## config.mk

```make
export PLATFORM = sky130hd
export DESIGN_NAME = axis_fifo_scheduler
export DESIGN_NICKNAME = d
export VERILOG_FILES = /design/src/rtl/axis_fifo_scheduler.sv
export SDC_FILE = /design/constraint.sdc
export NUM_CORES = 1
export LEC_CHECK = 0
export CAP_MARGIN = 30
export CORE_MARGIN = 1
export CORE_UTILIZATION = 39
export DETAILED_ROUTE_END_ITERATION = 8
export GPL_ROUTABILITY_DRIVEN = 0
export PLACE_DENSITY = 0.82
export SLEW_MARGIN = 20
export SYNTH_ARGS = -nofsm -noshare
export SYNTH_HDL_FRONTEND = slang
export SYNTH_SLANG_ARGS = --single-unit
```

## constraint.sdc

```tcl
create_clock -name aclk -period 2.6 [get_ports aclk]
set_input_delay 0.26 -clock aclk [delete_from_list [all_inputs] [get_ports aclk]]
set_output_delay 0.26 -clock aclk [all_outputs]
set_load 0.005 [all_outputs]
```

## src/rtl/axis_fifo_scheduler.sv

```systemverilog
// axis_fifo_scheduler
//   Round-robin scheduler that shares one downstream AXI4-Stream consumer
//   between NUM_PORTS requesters. One port is granted at a time for a burst
//   of up to cfg_data beats (0 behaves as 1), then the grant rotates. The
//   output stage is a single register that sustains one beat per clock.
//
//   state | meaning
//   ------+---------------------------------------------------------------
//   IDLE  | no grant; scan s_axis_tvalid from ptr for the next requester
//   GRANT | port sel owns the output; beats move while load_en allows
//
// Ports
//   aclk, aresetn    clock, asynchronous active-low reset
//   cfg_data         burst length in beats
//   sts_data         one-hot current grant, 0 when idle
//   s_axis_*         NUM_PORTS upstream streams, port i at [i*W +: W]
//   m_axis_*         registered downstream stream
module axis_fifo_scheduler #(
    parameter int AXIS_TDATA_WIDTH = 32,
    parameter int NUM_PORTS        = 4,
    parameter int CNTR_WIDTH       = 8
) (
    input  logic                                  aclk,
    input  logic                                  aresetn,
    input  logic [CNTR_WIDTH-1:0]                 cfg_data,
    output logic [NUM_PORTS-1:0]                  sts_data,
    input  logic [NUM_PORTS*AXIS_TDATA_WIDTH-1:0] s_axis_tdata,
    input  logic [NUM_PORTS-1:0]                  s_axis_tvalid,
    output logic [NUM_PORTS-1:0]                  s_axis_tready,
    output logic [AXIS_TDATA_WIDTH-1:0]           m_axis_tdata,
    output logic                                  m_axis_tvalid,
    input  logic                                  m_axis_tready
);

    localparam int PW = (NUM_PORTS > 1) ? $clog2(NUM_PORTS) : 1;
    localparam int SW = PW + 1;
    localparam logic [SW-1:0] NP_W = SW'(NUM_PORTS);

    typedef enum logic {ST_IDLE, ST_GRANT} state_t;

    state_t                      state_q, state_d;
    logic [PW-1:0]               ptr_q, ptr_d;
    logic [PW-1:0]               sel_q, sel_d;
    logic [CNTR_WIDTH-1:0]       cnt_q, cnt_d;
    logic [AXIS_TDATA_WIDTH-1:0] tdata_q, tdata_d;
    logic                        tvalid_q, tvalid_d;

    logic                  load_en;
    logic                  sel_valid;
    logic                  accept;
    logic                  last_beat;
    logic [CNTR_WIDTH-1:0] limit;
    logic [PW-1:0]         sel_next;
    logic                  found;
    logic [PW-1:0]         found_idx;

    assign load_en   = ~tvalid_q | m_axis_tready;
    assign sel_valid = s_axis_tvalid[sel_q];
    assign accept    = (state_q == ST_GRANT) & sel_valid & load_en;
    assign limit     = (cfg_data == '0) ? CNTR_WIDTH'(1) : cfg_data;
    assign last_beat = (cnt_q == limit - CNTR_WIDTH'(1));
    assign sel_next  = (sel_q == PW'(NUM_PORTS - 1)) ? '0 : sel_q + PW'(1);

    // Scan from the highest offset down so the last hit, i.e. the lowest
    // offset from ptr, wins without needing a loop break.
    always_comb begin
        logic [SW-1:0] idx_w;
        idx_w     = '0;
        found     = 1'b0;
        found_idx = '0;
        for (int i = NUM_PORTS - 1; i >= 0; i--) begin
            idx_w = {1'b0, ptr_q} + SW'(i);
            if (idx_w >= NP_W) idx_w = idx_w - NP_W;
            if (s_axis_tvalid[idx_w[PW-1:0]]) begin
                found     = 1'b1;
                found_idx = idx_w[PW-1:0];
            end
        end
    end

    always_ff @(posedge aclk or negedge aresetn) begin
        if (!aresetn) begin
            state_q <= ST_IDLE;
            ptr_q   <= '0;
            sel_q   <= '0;
            cnt_q   <= '0;
        end else begin
            state_q <= state_d;
            ptr_q   <= ptr_d;
            sel_q   <= sel_d;
            cnt_q   <= cnt_d;
        end
    end

    // A dry port ends its burst early; a stalled but valid port keeps
    // everything frozen, including the beat counter.
    always_comb begin
        state_d = state_q;
        ptr_d   = ptr_q;
        sel_d   = sel_q;
        cnt_d   = cnt_q;
        case (state_q)
            ST_IDLE: begin
                if (found) begin
                    sel_d   = found_idx;
                    cnt_d   = '0;
                    state_d = ST_GRANT;
                end
            end
            ST_GRANT: begin
                if (accept && last_beat) begin
                    state_d = ST_IDLE;
                    ptr_d   = sel_next;
                end else if (!sel_valid) begin
                    state_d = ST_IDLE;
                    ptr_d   = sel_next;
                end else if (accept) begin
                    cnt_d = cnt_q + CNTR_WIDTH'(1);
                end
            end
            default: state_d = ST_IDLE;
        endcase
    end

    always_comb begin
        sts_data      = '0;
        s_axis_tready = '0;
        if (state_q == ST_GRANT) begin
            sts_data[sel_q]      = 1'b1;
            s_axis_tready[sel_q] = load_en;
        end
    end

    always_comb begin
        tdata_d  = tdata_q;
        tvalid_d = tvalid_q;
        if (accept) begin
            tdata_d  = s_axis_tdata[sel_q*AXIS_TDATA_WIDTH +: AXIS_TDATA_WIDTH];
            tvalid_d = 1'b1;
        end else if (m_axis_tready) begin
            tvalid_d = 1'b0;
        end
    end

    always_ff @(posedge aclk or negedge aresetn) begin
        if (!aresetn) begin
            tdata_q  <= '0;
            tvalid_q <= 1'b0;
        end else begin
            tdata_q  <= tdata_d;
            tvalid_q <= tvalid_d;
        end
    end

    assign m_axis_tdata  = tdata_q;
    assign m_axis_tvalid = tvalid_q;

endmodule

```

==> out/results.tsv, run 1 <==
metric	value	unit
status	finished clean	
Mapped Nets	460	
Power Dens Cells	809.4	nW/um^2
Final Hold Fails	0	
DR pass1 iterations	4	
FF+latch count, synth	46	
CP Cell Sequence	clkdlybuf4s50_1 -> a21oi_2 -> ha_2 -> or4b_4 -> nor4b_4 -> o211ai_4 -> nor4_2 -> a21oi_2 -> mux2_1	
Routed WL	9795	um
Syn Inst Count	311	
die area	8438	um^2
Avg Synthesized Cell Area	10.13	um^2
global route overflow	0	
final net count	659	
worst skew pair latency	300	ps
Synth Flop Type	dfrtp_1	
Setup crit end kind	flop	
met1 global-route usage	0.2742	
final slew viol count	0	
Port Buffer Count	183	
initial antenna violation count	0	
post-route ant nets	0	
Residual DRC	0	
average vias per placed instance	5.235	
Area Growth Syn to Fin	70.80	%
layout cells sized above 1	0.1624	
number of flops mapped to enable cells by yosys	0	
fmax	395.2	MHz
Max Cap Violations	0	
largest net degree at the start of global routing	37	
crit path buf inv count	1	
Critical Path RT	2780	ps
CP max FO	2	
Tcrit/Tclk final	0.9732	
Worst VDD drop	0.3427	mV
TritonCTS clock tree	yes	
# diodes	0	
root buf cell	clkbuf_8	
initial core utilization	0.4054	
Syn. warnings	0	
DR iter-0 viols	87	
Vias	3209	
core box area	7767	um^2
Slew HR	0.6425	
crit-path max cell delay	490	ps
final setup violation count	0	
CTS max path bufs	2	
CTS buffer count	5	
Startpoint Class	primary input	
vias in the first global route	3265	
Arr. time, crit path	2710	ps
slowest CP cell	or4b_4	
busiest layer in global routing	met2	
CTS H-tree lvls	2	
Final HPWL DP	7832	um
ys async rst share	1.000	
Top Ports	184	
setup TNS	0	ps
first-pass GRT wire length	15420	um
Final min period	2530	ps
M3 GR Usage	0.05058	
Synth cell types	49	
Die Wd	91.86	um
Chip Height	91.86	um
aggregate global-route resource usage	0.2329	
Clock Skews	6.204	ps
Num Clock Sinks	46	
Min-Delay Path Class	primary input to asynchronous set/reset pin	
clock-pin slew on the worst setup and hold paths	90	ps
worst slew pin tran	534.9	ps
post-synthesis sequential area ratio	0.3655	
hold slack	456.8	ps
P_leak	2.300	nW
most frequent CP cell	a21oi_2	
Post-Syn Area	3149	um^2
WL/cell	15.98	um
met2 GRT Util	0.4167	
Placement Rows	32	
cell family with most CP delay	simple AND/OR/NAND/NOR gates	
WS Path Type	primary input to flop	
## worst paths after layout
check / startpoint / endpoint / slack (ps) / cells past startpoint
setup / recovery: cfg_data[0] / ptr_q[0]$_DFFE_PN0P_ / 70 / 9
setup reg to reg: cnt_q[3]$_DFFE_PN0P_ / ptr_q[0]$_DFFE_PN0P_ / 320 / 6
min in group aclk: m_axis_tdata[16]$_DFFE_PN0P_ / m_axis_tdata[16]$_DFFE_PN0P_ / 480 / 2
hold / removal: aresetn / m_axis_tdata[21]$_DFFE_PN0P_ / 460 / 2
hold reg to reg: m_axis_tdata[16]$_DFFE_PN0P_ / m_axis_tdata[16]$_DFFE_PN0P_ / 480 / 2
max in group asynchronous: aresetn / cnt_q[6]$_DFFE_PN0P_ / 1570 / 3
## worst reg2reg max path, stage by stage (launching register included)
cell	delay (ps)
dfrtp_1	460
xnor2_1	300
mux2_2	380
mux2_4	290
nor4_2	290
a21oi_2	120
mux2_1	330
## stage by stage
step	cells	setup slack (ps)	utilization	area [um^2]	power [mW]
2_1_floorplan	311	206.4	-	3149	2.681
3_3_place_gp	603	-274.5	0.6728	5226	3.832
3_5_place_dp	603	-430.3	0.6728	5226	3.910
4_1_cts	613	5.022	0.6885	5348	4.386
5_1_grt	613	-7.333	0.6925	5379	4.679
6_report	613	69.70	0.6925	5379	4.354
## power breakdown
group,internal [mW],total (mW),switching [mW]
Combinational,1.51,2.65,1.15
Sequential,1.03,1.24,0.211
Clock,0.214,0.463,0.249
Total,2.75,4.35,1.61
## cells by family (layout without fill, tap and decap cells)
logic type	Yosys count	count (layout)	share of synthesized area
XOR/XNOR	6	6	0.01669
buffers and inverters	27	227	0.03536
AO/OA/AOI/OAI	28	28	0.06357
AND/OR/NAND/NOR	157	157	0.2308
flip-flops	46	46	0.3655
multiplexers	41	41	0.2642
adder cells (fa/ha/maj)	6	6	0.02384
## cells in the final DEF (no fill, tap or decap), types with 2 or more instances in the layout
cell               n
clkdlybuf4s50_1  175
nand2_1          109
dfrtp_1           45
mux4_2            33
buf_4             27
inv_1              8
and3_1             7
nor2_1             7
dlygate4sd2_1      7
clkbuf_8           6
and2_1             5
nand2b_1           5
ha_1               5
xnor2_1            4
nand3_1            4
mux2i_1            4
nor3_1             3
o211ai_1           3
or3_1              3
a21oi_1            3
nand4_1            3
nor4_4             2
a21oi_2            2
a21o_1             2
a31oi_1            2
xor2_1             2
o21ai_0            2
mux2_1             2
o41ai_1            2
o31ai_1            2
## repair_timing
action                                  in CTS  in global routing
hold endpoints to repair                    19                  0
pin swaps                                    6                  5
setup buffers                                1                  0
endpoints found under the setup margin      11                 11
resized for setup                           10                  5
hold buffers                                 1                  0
## routing by layer
metal  routed length [um]  part of all wire
met1                 3799              0.39
met5                    0                 0
met2                 5075              0.52
met3                  656             0.067
met4                  263             0.027
## final cells by class
type	instances	area [um^2]
inverter	8	30.03
timing repair buffer	211	2031
tap	102	127.6
multi-input combinational	238	1943
clock inverter	2	12.51
sequential	46	1152
fill	597	2389
clock buffer	6	82.58
## synthesized netlist by cell type, drive strengths merged (2+ instances only)
cell type	count	share of area
nand3	4	0.0064
a21o	2	0.0048
nand2	109	0.13
dfrtp	46	0.37
or3	3	0.0060
nand2b	5	0.0099
nor3	3	0.0048
nor4b	2	0.0075
nor2	8	0.010
mux2	4	0.015
xor2	2	0.0056
nor4	3	0.011
o41ai	3	0.0083
and3	7	0.014
a21oi	5	0.0079
clkbuf	12	0.014
o211ai	4	0.011
mux4	33	0.24
ha	6	0.024
inv	8	0.0095
o31ai	2	0.0048
mux2i	4	0.013
a31oi	2	0.0040
o21ai	3	0.0048
nand4	3	0.0060
xnor2	4	0.011
buf	7	0.012
and2	5	0.0099
## registers in the layout (all words and copies together) (netlist names)
name           flops
m_axis_tvalid      1
ptr_q              2
m_axis_tdata      32
sel_q              2
cnt_q              8
state_q            1
Note: power is estimated with default switching activity, not from simulation.
==> run 2, diff against run 1 <==
==> constraint.sdc (replaced) <==
create_clock -name aclk -period 2.6 [get_ports aclk]
set_input_delay 0.39 -clock aclk [delete_from_list [all_inputs] [get_ports aclk]]
set_output_delay 0.39 -clock aclk [all_outputs]
set_load 0.005 [all_outputs]
==> run 2 against run 1 <==
Against the previous run: fmax is 1.3% higher; register-to-register slack lost 20 ps; core utilization is 0.40 points higher; first-iteration DRC count is 70% higher; worst hold slack got worse by 37 ps.
==> out/results.tsv, run 2 (same netlist as run 1, synthesis figures left out) <==
metric	value	unit	change
global route overflow	0		unchanged
Area Growth Syn to Fin	71.79	%	was 70.80%
Critical Path RT	2790	ps	was 2780 ps
clock-pin slew on the worst setup and hold paths	90	ps	about the same
crit path buf inv count	1		unchanged
Residual DRC	0		unchanged
design area	5410	um^2	was 5379 um^2
crit-path max cell delay	340	ps	was 490 ps
CP Cell Sequence	dlygate4sd2_1 -> nor4_4 -> a21oi_2 -> ha_2 -> xor2_1 -> nor4b_4 -> o211ai_2 -> nor4_1 -> a21oi_1 -> mux2_1		was clkdlybuf4s50_1 -> a21oi_2 -> ha_2 -> or4b_4 -> nor4b_4 -> o211ai_4 -> nor4_2 -> a21oi_2 -> mux2_1
DR iter-0 viols	148		was 87
fmax	400.2	MHz	was 395.2 MHz
CTS H-tree lvls	2		unchanged
commonest cells after routing, fill and taps aside	174 x clkdlybuf4s50_1, 109 x nand2_1, 45 x dfrtp_1		was 175 x clkdlybuf4s50_1, 109 x nand2_1, 45 x dfrtp_1
Die Wd	91.86	um	unchanged
Clock Skews	6.999	ps	was 6.204 ps
core box area	7767	um^2	unchanged
first-pass GRT wire length	16420	um	was 15420 um
CTS max path bufs	2		unchanged
status	finished clean		unchanged
Power Dens Cells	809.0	nW/um^2	was 809.4 nW/um^2
initial antenna violation count	0		unchanged
Final min period	2499	ps	was 2530 ps
final net count	664		was 659
Placement Rows	32		unchanged
die area	8438	um^2	unchanged
Min-Delay Path Class	primary input to asynchronous set/reset pin		unchanged
R2R depth	6		unchanged
TritonCTS clock tree	yes		unchanged
Tcrit/Tclk final	0.9612		was 0.9732
cell family with most CP delay	simple AND/OR/NAND/NOR gates		unchanged
Slew HR	0.6867		was 0.6425
CP max FO	2		unchanged
worst skew pair latency	300	ps	about the same
DR pass1 iterations	4		unchanged
WL/cell	16.42	um	was 15.98 um
Final HPWL DP	8084	um	was 7832 um
CTS buffer count	5		unchanged
Num Clock Sinks	46		unchanged
final setup violation count	0		unchanged
Largest register FFs	32		unchanged
Worst VDD drop	0.3761	mV	was 0.3427 mV
Startpoint Class	primary input		unchanged
Top Ports	184		unchanged
commonest non-fill, non-tap cell in the layout	clkdlybuf4s50_1		unchanged
Max Cap Violations	0		unchanged
Chip Height	91.86	um	unchanged
P_leak	2.327	nW	was 2.300 nW
Port Buffer Count	183		unchanged
average vias per placed instance	5.256		was 5.235
Setup crit end kind	flop		unchanged
hold slack	419.7	ps	was 456.8 ps
final slew viol count	0		unchanged
Placed Area	5234	um^2	was 5226 um^2
vias in the first global route	3455		was 3265
post-route ant nets	0		unchanged
Routed WL	10150	um	was 9795 um
Critical R2R Launch	cnt_q[3]$_DFFE_PN0P_		unchanged
root buf cell	clkbuf_8		unchanged
R2R Path End	ptr_q[1]$_DFFE_PN0P_		was ptr_q[0]$_DFFE_PN0P_
setup slack, reg-to-reg	300	ps	was 320 ps
Final Hold Fails	0		unchanged
slowest CP cell	nor4_4		was or4b_4
layout cells sized above 1	0.1705		was 0.1624
worst slew pin tran	469.9	ps	was 534.9 ps
largest net degree at the start of global routing	27		was 37
aggregate global-route resource usage	0.2490		was 0.2329
Vias	3248		was 3209
# diodes	0		unchanged
WS Path Type	primary input to flop		unchanged
initial core utilization	0.4054		unchanged
Arr. time, crit path	2690	ps	was 2710 ps
fill count	598		was 597
==> run 2: area by class of cell <==
type	instances	area, um^2	area share
Timing Repair Buffer	216	2071	0.3827
Multi-Input combinational cell	238	1934	0.3575
Tap cell	102	127.6	0.02359
Sequential cell	46	1152	0.2130
Clock inverter	2	12.51	0.002313
Clock buffer	6	82.58	0.01526
Inverter	8	30.03	0.005550
==> run 2: timing repair <==
item	CTS	global route
pin swaps	7	4
hold buffers	1	0
hold endpoints to repair	1	0
endpoints found under the setup margin	11	11
resized for setup	12	4
setup buffers	4	2
==> run 2: worst max path at each step <==
stage	to	depth (start not counted)	startpoint
floorplan	ptr_q[0]$_DFFE_PN0P_	9	cfg_data[1]
global placement	cnt_q[5]$_DFFE_PN0P_	11	cfg_data[2]
detailed placement	ptr_q[1]$_DFFE_PN0P_	10	cfg_data[1]
CTS	cnt_q[2]$_DFFE_PN0P_	12	cfg_data[1]
global route	ptr_q[1]$_DFFE_PN0P_	10	cfg_data[6]
finish	ptr_q[1]$_DFFE_PN0P_	10	cfg_data[6]
==> run 2: per-stage QoR <==
stage,setup TNS [ps],util,instances,total power [mW],worst slack (ps)
finish,0,0.6965,618,4.377,101.0
global route,-68.03,0.6965,618,4.718,-26.66
CTS,0,0.6915,616,4.414,1.634
detailed placement,-5549,0.6738,604,3.937,-564.9
global placement,-4251,0.6738,604,3.843,-442.6
floorplan,0,-,311,2.681,76.43
==> run 2: report_power, final <==
part / internal, mW / switching (mW) / leakage, nW
clock network: 0.214 / 0.252 / 0.0472
registers: 1.03 / 0.220 / 0.577
logic: 1.52 / 1.14 / 1.70
==> run 2: layer usage <==
metal,GRT usage,routed length [um],up-vias
met1,0.2800,3774,1565
li1,-,-,1521
met5,0,0,-
met4,0.08724,303,0
met2,0.4664,5446,141
met3,0.04643,626,21
